--- config.mk ---
export PLATFORM = sky130hd
export DESIGN_NAME = change_dispenser
export DESIGN_NICKNAME = d
export VERILOG_FILES = /design/src/rtl/change_dispenser.sv
export SDC_FILE = /design/constraint.sdc
export NUM_CORES = 1
export LEC_CHECK = 0
export ABC_AREA = 1
export CAP_MARGIN = 10
export CORE_ASPECT_RATIO = 1.5
export CORE_MARGIN = 3
export CORE_UTILIZATION = 55
export DETAILED_ROUTE_END_ITERATION = 6
export PLACE_DENSITY = 0.81
export SYNTH_ARGS = -nofsm -noshare
export SYNTH_HDL_FRONTEND = slang
export SYNTH_SLANG_ARGS = --single-unit
--- constraint.sdc ---
create_clock -name clk -period 2 [get_ports clk]
set_clock_uncertainty 0.2 [all_clocks]
set_input_delay 0.4 -clock clk [delete_from_list [all_inputs] [get_ports clk]]
set_output_delay 0.4 -clock clk [all_outputs]
set_load 0.005 [all_outputs]
--- src/rtl/change_dispenser.sv ---
// rtl/change_dispenser.sv - BCD change payout sequencer with timed 10/5-unit coin pulses
//
// Purpose: latches a legal BCD balance (0..50, multiples of 5) on a start strobe and
//   pays it out largest coin first, one coin per TICK_DIV-cycle interval, then pulses done.
// Parameters: TICK_DIV - clock cycles per payout interval (>= 2).
// Ports:
//   clk, rst             - clock, asynchronous active-low reset
//   start                - one-cycle request, honoured only while idle
//   bal_tens, bal_ones   - BCD balance digits
//   hold                 - freezes the interval counter while high
//   busy                 - high while paying out
//   done, err            - one-cycle completion / illegal-balance pulses
//   coin10, coin5        - one-cycle coin pulses
//   disp_tens, disp_ones - remaining balance (0/0 while idle)
//   led                  - payout indicator
// Optional feature: define CHANGE_DISPENSER_LED_EN to drive led from a stretch register;
//   otherwise led is constant zero.
module change_dispenser #(
  parameter int TICK_DIV = 100_000_000
) (
  input  logic        clk,
  input  logic        rst,
  input  logic        start,
  input  logic [3:0]  bal_tens,
  input  logic [3:0]  bal_ones,
  input  logic        hold,
  output logic        busy,
  output logic        done,
  output logic        err,
  output logic        coin10,
  output logic        coin5,
  output logic [3:0]  disp_tens,
  output logic [3:0]  disp_ones,
  output logic [15:0] led
);

  localparam int             CW     = $clog2(TICK_DIV);
  localparam logic [CW-1:0]  RELOAD = CW'(TICK_DIV - 1);

  typedef enum logic {S_IDLE, S_PAY} state_t;

  state_t        r_state, w_state_nxt;
  logic [CW-1:0] r_cnt, w_cnt_nxt;
  logic [3:0]    r_tens, w_tens_nxt;
  logic [3:0]    r_ones, w_ones_nxt;
  logic          r_done, w_done_nxt;
  logic          r_err, w_err_nxt;
  logic          r_coin10, w_coin10_nxt;
  logic          r_coin5, w_coin5_nxt;
  logic          w_legal;

  // Tens of 5 is only legal as exactly 50; ones must be 0 or 5.
  assign w_legal = (bal_tens <= 4'd5) &&
                   ((bal_ones == 4'd0) || (bal_ones == 4'd5)) &&
                   !((bal_tens == 4'd5) && (bal_ones != 4'd0));

  always_comb begin
    w_state_nxt  = r_state;
    w_cnt_nxt    = r_cnt;
    w_tens_nxt   = r_tens;
    w_ones_nxt   = r_ones;
    w_done_nxt   = 1'b0;
    w_err_nxt    = 1'b0;
    w_coin10_nxt = 1'b0;
    w_coin5_nxt  = 1'b0;
    case (r_state)
      S_IDLE: begin
        if (start) begin
          if (w_legal) begin
            w_state_nxt = S_PAY;
            w_tens_nxt  = bal_tens;
            w_ones_nxt  = bal_ones;
            w_cnt_nxt   = RELOAD;
          end else begin
            w_err_nxt = 1'b1;
          end
        end
      end
      S_PAY: begin
        if (!hold) begin
          if (r_cnt != '0) begin
            w_cnt_nxt = r_cnt - CW'(1);
          end else if (r_tens != 4'd0) begin
            // Guarded decrement: tens never underflows.
            w_coin10_nxt = 1'b1;
            w_tens_nxt   = r_tens - 4'd1;
            w_cnt_nxt    = RELOAD;
          end else if (r_ones != 4'd0) begin
            // Only 0 or 5 can be latched, so non-zero means one 5-unit coin.
            w_coin5_nxt = 1'b1;
            w_ones_nxt  = 4'd0;
            w_cnt_nxt   = RELOAD;
          end else begin
            w_done_nxt  = 1'b1;
            w_state_nxt = S_IDLE;
          end
        end
      end
      default: w_state_nxt = S_IDLE;
    endcase
  end

  always_ff @(posedge clk or negedge rst) begin
    if (!rst) begin
      r_state  <= S_IDLE;
      r_cnt    <= '0;
      r_tens   <= 4'd0;
      r_ones   <= 4'd0;
      r_done   <= 1'b0;
      r_err    <= 1'b0;
      r_coin10 <= 1'b0;
      r_coin5  <= 1'b0;
    end else begin
      r_state  <= w_state_nxt;
      r_cnt    <= w_cnt_nxt;
      r_tens   <= w_tens_nxt;
      r_ones   <= w_ones_nxt;
      r_done   <= w_done_nxt;
      r_err    <= w_err_nxt;
      r_coin10 <= w_coin10_nxt;
      r_coin5  <= w_coin5_nxt;
    end
  end

  assign busy      = (r_state == S_PAY);
  assign done      = r_done;
  assign err       = r_err;
  assign coin10    = r_coin10;
  assign coin5     = r_coin5;
  assign disp_tens = busy ? r_tens : 4'd0;
  assign disp_ones = busy ? r_ones : 4'd0;

`ifdef CHANGE_DISPENSER_LED_EN
  logic [15:0] r_led;

  // Pattern follows the most recent coin and persists through the interval.
  always_ff @(posedge clk or negedge rst) begin
    if (!rst) begin
      r_led <= 16'h0000;
    end else if (w_coin10_nxt) begin
      r_led <= 16'hFFFF;
    end else if (w_coin5_nxt) begin
      r_led <= 16'h00FF;
    end else if (w_done_nxt) begin
      r_led <= 16'h0000;
    end
  end

  assign led = r_led;
`else
  assign led = 16'h0000;
`endif

endmodule

==> results.py, run 1 <==
metrics = {
    "setup_path": {
        "startpoint_type": "flop",
        "worst_path_largest_cell_delay_ns": 0.50,
        "worstPathMaxFanout": 12,
        "worstPathRequired_ns": 1.40,
        "worstSetupEndpointType": "primary output",
        "arrival_ns": 1.35,
        "cp_slowest_cell": "sky130_fd_sc_hd__clkdlybuf4s50_1",
        "path_class": "reg -> out",
        "crit_path_cell_trace": "buf_12 -> clkdlybuf4s50_1",
        "timing.critical_path.buf_inv": 2,
        "delay_heaviest_family_cp": "buffers and inverters",
    },
    "finish": {
        "stdcell_count": 570,
        "antenna_diodes": 0,
        "nFillCells": 411,
        "drive_above_1_share_pct": 17.5,
        "num-nets-final": 518,
        "synthToLayoutAreaGrowth_pct": 25.3,
        "multi_input_comb_area_mm2": 0.00152,
        "area_used_by_sequential_logic_in_the_layout_mm2": 0.00100,
    },
    "floorplanning": {
        "die_w_um": 64.8,
        "fp.dieH_um": 94.2,
        "die-area_mm2": 0.00610,
        "start_util_pct": 57.9,
        "floorplan.rows": 31,
        "core_area_mm2": 0.00493,
        "boundaryPins": 41,
    },
    "clock_network": {
        "tritoncts.num_buffers": 5,
        "tritoncts_clock_tree": "yes",
        "cts.root.buffer_cell": "sky130_fd_sc_hd__clkbuf_8",
        "insertion_delay_ns": 0.30,
        "tritoncts_num_sinks": 40,
        "ctsHtreeMaxLevel": 2,
        "path_clk_slew_ns": 0.09,
        "clockBufferDepth": 2,
    },
    "detailed_routing": {
        "drtIter0Drc": 190,
        "ant_nets": 0,
        "iteration_count_of_the_initial_detailed_routing_pass": 4,
        "route.vias.total": 2968,
        "drc_errors": 0,
        "vias_cell": 5.21,
        "detail_route.wirelength_um": 7600,
        "routed_wire_length_per_instance_um": 13.3,
    },
    "power": {
        "sequentialPowerShare_pct": 35.9,
        "p_leak_nw": 1.89,
        "vdd_ir_drop_max_mv": 0.750,
        "p_sw_mw": 1.37,
        "finalPower_mw": 3.38,
        "internal_power_summed_over_all_cells_mw": 2.00,
        "power.share.switching_pct": 40.6,
        "clockPowerShare_pct": 20.5,
        "power_frac_comb_pct": 43.6,
        "power_per_standard_cell_area_mw_per_mm2": 945,
    },
    "placed_design": {
        "final_weighted_congestion_in_routability_driven_placement": 0.934,
        "buffer_ports.inserted": 24,
        "dpl_worst_slack_ns": -0.211,
        "placedCellCount": 550,
        "hpwl_dp_um": 5560,
    },
    "sta": {
        "worst_slew_pin_slew_ns": 0.523,
        "relSlewSlack_pct": 65.1,
        "setup_viol_count_final": 0,
        "max_clock_freq_mhz": 514,
        "postLayoutSetupSlackWorst_ns": 0.0531,
        "timing.final.crit_share_pct": 97.3,
        "setup_repair_after_global_routing_missed_its_margin": "true",
        "timing_hold_violations_final": 0,
        "period_minus_slack_ns": 1.95,
        "count_of_final_max_slew_check_failures": 0,
        "fin_tns_setup_ns": 0,
    },
    "logic_synthesis": {
        "syn-cell-area_mm2": 0.00285,
        "synthCells": 439,
        "sequential_fraction_of_the_synthesis_area_pct": 35.1,
        "synthesized_flop_and_latch_total": 40,
        "ys_warn_count": 0,
        "count_of_cell_types_in_the_netlist": 31,
        "syn_avg_cell_area_um2": 6.49,
    },
    "grt": {
        "via_count_of_the_first_global_routing_pass": 2693,
        "wire_length_of_the_first_global_routing_pass_um": 12000,
        "grt-ovfl-total": 0,
        "number_of_antenna_violations_at_the_first_check_in_global_routing": 0,
        "largest_net_degree_at_the_start_of_global_routing": 41,
        "global_route.usage.total_pct": 25.5,
    },
    "outcome": {
        "result_of_the_run": "finished, final reports clean",
    },
    "hold_path": {
        "hold_path.class": "reg -> reg",
    },
    "run": {
        "max_cap_viol_count": 0,
    },
}
## power by group through the flow
stage	Sequential, mW	Clock [mW]	Combinational (mW)
2_1_floorplan	1.16	0	0.927
3_3_place_gp	1.20	0	1.35
3_5_place_dp	1.20	0	1.40
4_1_cts	1.19	0.691	1.37
5_1_grt	1.24	0.726	1.65
6_report	1.21	0.693	1.47
## logic make-up after synthesis
group,after synthesis,share of synthesized area [%]
AOI/OAI and AO/OA,29,5.84
and+or+nand+nor,270,40.7
muxes,1,0.351
buffers and inverters,91,15.3
other,1,0.132
xor gates and xnor gates,4,1.23
adders and majority gates,3,1.32
DFF,40,35.1
## synth_stat cells (all sizes together)
cell type / n / area (um2)
o21ai: 25 / 140
nand3: 37 / 190
a22oi: 1 / 7.51
inv: 65 / 244
nor2: 71 / 282
buf: 25 / 188
xnor2: 1 / 8.76
nor3: 4 / 20.0
o21bai: 1 / 7.51
xor2: 3 / 26.3
mux2i: 1 / 10.0
nand4: 22 / 138
nand3b: 1 / 7.51
a21oi: 1 / 5.00
dfrtp: 40 / 1000
conb: 1 / 3.75
a31oi: 1 / 6.26
clkbuf: 1 / 3.75
nand2: 135 / 524
ha: 3 / 37.5
## state kept, by name, summed over array words and instances, names as in the netlist
name,cells
busy,1
coin10,1
coin5,1
done,1
err,1
r_cnt,27
r_ones,4
r_tens,4
## final cells by class
type | instances | area share [%]
Clock inverter | 3 | 1.19
Tap cell | 66 | 2.31
Clock buffer | 5 | 1.93
Timing Repair Buffer | 68 | 17.0
Multi-Input combinational cell | 323 | 42.6
Inverter | 65 | 6.83
Sequential cell | 40 | 28.1
## layout by cell type, fill, tap and decap left out
cell / n
sky130_fd_sc_hd__a21oi_1: 1
sky130_fd_sc_hd__a22oi_1: 1
sky130_fd_sc_hd__a31oi_1: 1
sky130_fd_sc_hd__buf_12: 4
sky130_fd_sc_hd__buf_2: 1
sky130_fd_sc_hd__buf_4: 39
sky130_fd_sc_hd__bufinv_16: 1
sky130_fd_sc_hd__clkbuf_8: 5
sky130_fd_sc_hd__clkdlybuf4s50_1: 15
sky130_fd_sc_hd__clkinv_2: 1
sky130_fd_sc_hd__clkinvlp_4: 1
sky130_fd_sc_hd__conb_1: 16
sky130_fd_sc_hd__dfrtp_1: 38
sky130_fd_sc_hd__dfrtp_2: 2
sky130_fd_sc_hd__dlygate4sd2_1: 8
sky130_fd_sc_hd__dlygate4sd3_1: 1
sky130_fd_sc_hd__ha_1: 1
sky130_fd_sc_hd__ha_2: 2
sky130_fd_sc_hd__inv_1: 60
sky130_fd_sc_hd__inv_2: 5
sky130_fd_sc_hd__mux2i_1: 1
sky130_fd_sc_hd__nand2_1: 130
sky130_fd_sc_hd__nand2_2: 3
sky130_fd_sc_hd__nand2_4: 2
sky130_fd_sc_hd__nand3_1: 36
sky130_fd_sc_hd__nand3_4: 1
sky130_fd_sc_hd__nand3b_1: 1
sky130_fd_sc_hd__nand4_1: 22
sky130_fd_sc_hd__nor2_1: 55
sky130_fd_sc_hd__nor2_2: 15
sky130_fd_sc_hd__nor2_4: 1
sky130_fd_sc_hd__nor3_1: 3
sky130_fd_sc_hd__nor3_2: 1
sky130_fd_sc_hd__o21ai_0: 10
sky130_fd_sc_hd__o21ai_1: 11
sky130_fd_sc_hd__o21ai_2: 4
sky130_fd_sc_hd__o21bai_1: 1
sky130_fd_sc_hd__xnor2_1: 1
sky130_fd_sc_hd__xor2_1: 3
## worst min-delay path, stage by stage, from the launching register on
cell and delay [ns]:
sky130_fd_sc_hd__dfrtp_1 0.36, sky130_fd_sc_hd__nand2_1 0.05, sky130_fd_sc_hd__nand3_1 0.06
## worst paths after layout
kind                                  startpoint                    end  slack, ns  cells after the start
setup / recovery                  busy$_DFF_PN0_                   busy       0.05                      2
hold / removal             r_cnt[24]$_DFFE_PN0P_  r_cnt[24]$_DFFE_PN0P_       0.30                      2
setup reg to reg           r_cnt[13]$_DFFE_PN0P_  r_cnt[22]$_DFFE_PN0P_       0.10                     10
hold reg to reg            r_cnt[24]$_DFFE_PN0P_  r_cnt[24]$_DFFE_PN0P_       0.30                      2
max in group asynchronous                    rst   r_cnt[8]$_DFFE_PN0P_       0.73                      3
min in group asynchronous                    rst  r_cnt[12]$_DFFE_PN0P_       0.49                      3
## per-layer routing
layer | up-vias | wire length [um] | GRT usage, %
met3 | 31 | 400 | 3.83
met5 | - | 0 | 0
met2 | 114 | 3990 | 47.2
li1 | 1475 | - | -
met1 | 1348 | 2860 | 27.4
met4 | 0 | 344 | 12.9
## what timing repair did
| item | in CTS | in global routing |
|---|---|---|
| hold buffers | 1 | 0 |
| setup buffers | 2 | 9 |
| setup endpoints to repair | 11 | 36 |
| pin swaps | 0 | 6 |
| gates resized for setup | 9 | 21 |
| hold endpoints to repair | 40 | 0 |
## metrics by stage
stage / util [%] / hold WS [ns] / cell area [um2]
final: 72.5 / 0.297 / 3570
after detailed placement: 67.5 / 0.277 / 3320
after CTS: 70.1 / 0.299 / 3450
after global placement: 67.5 / 0.268 / 3320
after global routing: 72.5 / 0.334 / 3570
after floorplan: - / -0.0956 / 2910
Power figures use the tool's default switching activity.
==> run 2, diff against run 1 <==
--- a/config.mk
+++ b/config.mk
@@ -11,6 +11,7 @@
 export CORE_MARGIN = 3
 export CORE_UTILIZATION = 55
 export DETAILED_ROUTE_END_ITERATION = 6
+export HOLD_SLACK_MARGIN = 0.15
 export PLACE_DENSITY = 0.81
 export SYNTH_ARGS = -nofsm -noshare
 export SYNTH_HDL_FRONTEND = slang
==> results of run 2 <==
Final layout, timing and power as in run 1 (identical DEF).
==> run 3, diff against run 2 <==
--- a/config.mk
+++ b/config.mk
@@ -7,12 +7,14 @@
 export LEC_CHECK = 0
 export ABC_AREA = 1
 export CAP_MARGIN = 10
+export CELL_PAD_IN_SITES_DETAIL_PLACEMENT = 1
+export CELL_PAD_IN_SITES_GLOBAL_PLACEMENT = 1
 export CORE_ASPECT_RATIO = 1.5
 export CORE_MARGIN = 3
-export CORE_UTILIZATION = 55
+export CORE_UTILIZATION = 39
 export DETAILED_ROUTE_END_ITERATION = 6
 export HOLD_SLACK_MARGIN = 0.15
-export PLACE_DENSITY = 0.81
+export PLACE_DENSITY_LB_ADDON = 0.1
 export SYNTH_ARGS = -nofsm -noshare
 export SYNTH_HDL_FRONTEND = slang
 export SYNTH_SLANG_ARGS = --single-unit
==> results.py, run 3 (synthesis results as in run 1) <==
metrics = {
    "power": {
        "p_leak_nw": 1.97,
        "power_per_standard_cell_area_mw_per_mm2": 923,
        "finalPower_mw": 3.55,
        "vdd_ir_drop_max_mv": 0.478,
    },
    "finish": {
        "multi_input_comb_area_mm2": 0.00160,
        "stdcell_count": 624,
        "largest_register_ffs": 27,
        "largest_register_by_flop_count": "r_cnt",
        "layout.cell_area.non_filler_mm2": 0.00385,
        "drive_above_1_share_pct": 25.0,
        "nFillCells": 922,
        "synthToLayoutAreaGrowth_pct": 35.1,
        "layout.cells.most_common": "sky130_fd_sc_hd__nand2_1",
        "postLayoutCoreUtil_pct": 55.1,
        "antenna_diodes": 0,
        "final_cell_mix": "126 x sky130_fd_sc_hd__nand2_1, 61 x sky130_fd_sc_hd__buf_4, 59 x sky130_fd_sc_hd__inv_1, 43 x sky130_fd_sc_hd__nor2_1",
        "num-nets-final": 541,
        "top_regs": "r_cnt: 27 flops, r_ones: 4 flops, r_tens: 4 flops",
        "area_used_by_sequential_logic_in_the_layout_mm2": 0.00101,
    },
    "placed_design": {
        "placed_area_mm2": 0.00345,
        "hpwl_dp_um": 7160,
        "final_weighted_congestion_in_routability_driven_placement": 0.907,
        "dpl_worst_slack_ns": -0.218,
        "buffer_ports.inserted": 24,
        "placedCellCount": 594,
    },
    "clock_network": {
        "cts.root.buffer_cell": "sky130_fd_sc_hd__clkbuf_8",
        "insertion_delay_ns": 0.32,
        "ctsHtreeMaxLevel": 2,
        "tritoncts.num_buffers": 5,
        "tritoncts_clock_tree": "yes",
        "tritoncts_num_sinks": 40,
        "clockBufferDepth": 2,
        "path_clk_slew_ns": 0.09,
    },
    "grt": {
        "grt-ovfl-total": 0,
        "via_count_of_the_first_global_routing_pass": 3309,
        "number_of_antenna_violations_at_the_first_check_in_global_routing": 0,
        "largest_net_degree_at_the_start_of_global_routing": 23,
        "global_route.usage.total_pct": 23.6,
        "wire_length_of_the_first_global_routing_pass_um": 15400,
    },
    "sta": {
        "timing.final.crit_share_pct": 97.8,
        "setup_repair_after_global_routing_missed_its_margin": "true",
        "setup_viol_count_final": 0,
        "postLayoutSetupSlackWorst_ns": 0.0434,
        "max_clock_freq_mhz": 511,
        "fin_tns_setup_ns": 0,
        "timing_hold_violations_final": 0,
        "period_minus_slack_ns": 1.96,
        "count_of_final_max_slew_check_failures": 0,
        "fin_worst_hold_slack_ns": 0.261,
    },
    "detailed_routing": {
        "route.vias.total": 3102,
        "routed_wire_length_per_instance_um": 15.3,
        "detail_route.wirelength_um": 9570,
        "vias_cell": 4.97,
        "drtIter0Drc": 131,
        "m1WireLength_um": 3550,
        "met3_wirelength_um": 250,
        "route.met2.wl_um": 5400,
        "drc_errors": 0,
        "routed.top_layer": "met4",
        "ant_nets": 0,
        "iteration_count_of_the_initial_detailed_routing_pass": 4,
    },
    "floorplanning": {
        "start_util_pct": 40.8,
        "fp.dieH_um": 111,
        "die_w_um": 75.8,
        "core_area_mm2": 0.00699,
        "floorplan.rows": 37,
        "die-area_mm2": 0.00839,
        "boundaryPins": 41,
    },
    "outcome": {
        "result_of_the_run": "finished, final reports clean",
    },
    "run": {
        "max_cap_viol_count": 0,
    },
    "setup_path": {
        "worstSetupEndpointType": "flop",
        "arrival_ns": 1.95,
        "path_class": "reg -> reg",
        "worstPathRequired_ns": 1.99,
        "startpoint_type": "flop",
        "worstPathMaxFanout": 22,
    },
    "hold_path": {
        "hold_path.class": "in -> async",
    },
}
## run 3: cell count changes in the layout (fill, tap and decap cells not counted), sizes merged
cell	before	now
clkdlybuf4s15	0	2
dlygate4sd2	8	7
clkdlybuf4s50	15	14
clkinvlp	1	2
bufinv	1	0
buf	44	67
## run 3: final cells by class
class / count / share of cell area (%)
Inverter: 65 / 6.47
Multi-Input combinational cell: 323 / 41.7
Sequential cell: 40 / 26.1
Timing Repair Buffer: 91 / 20.2
Clock buffer: 5 / 1.79
Clock inverter: 3 / 0.617
Tap cell: 97 / 3.15
## run 3: final timing paths
kind	startpoint	end	slack (ns)	cells past startpoint
hold / removal	rst	r_cnt[4]$_DFFE_PN0P_	0.26	2
setup / recovery	r_cnt[11]$_DFFE_PN0P_	r_cnt[0]$_DFFE_PN0P_	0.04	11
setup reg to reg	r_cnt[11]$_DFFE_PN0P_	r_cnt[0]$_DFFE_PN0P_	0.04	11
min in group clk	r_cnt[24]$_DFFE_PN0P_	r_cnt[24]$_DFFE_PN0P_	0.29	2
max in group asynchronous	rst	r_cnt[9]$_DFFE_PN0P_	0.88	3
hold reg to reg	r_cnt[24]$_DFFE_PN0P_	r_cnt[24]$_DFFE_PN0P_	0.29	2
## run 3: report_power, final
group / switching (mW) / total, mW / internal, mW
Clock: 0.350 / 0.598 / 0.248
Combinational: 0.970 / 1.72 / 0.754
Sequential: 0.227 / 1.23 / 1.01
## run 3: routing by layer
layer	vias to the layer above	track usage (%)
met4	0	9.10
met5	-	0
met1	1496	25.3
met3	27	3.72
li1	1515	-
met2	64	43.6
## run 3: worst max-delay path: stages (launching register included)
cell	delay (ns)
sky130_fd_sc_hd__dfrtp_1	0.43
sky130_fd_sc_hd__nor2_2	0.15
sky130_fd_sc_hd__nand2_2	0.10
sky130_fd_sc_hd__nor2_4	0.15
sky130_fd_sc_hd__nand2_2	0.09
sky130_fd_sc_hd__nor2_2	0.14
sky130_fd_sc_hd__nand2_2	0.11
sky130_fd_sc_hd__nand2_4	0.13
sky130_fd_sc_hd__inv_2	0.05
sky130_fd_sc_hd__buf_12	0.15
sky130_fd_sc_hd__nand2_1	0.05
sky130_fd_sc_hd__o21ai_0	0.07
## run 3: what timing repair did
item,in CTS,in global routing
endpoints found under the setup margin,29,35
endpoints found under the hold margin,40,0
gates cloned,0,0
hold buffers,1,0
pin swaps,0,11
buffers inserted,6,15
gates resized for setup,14,50
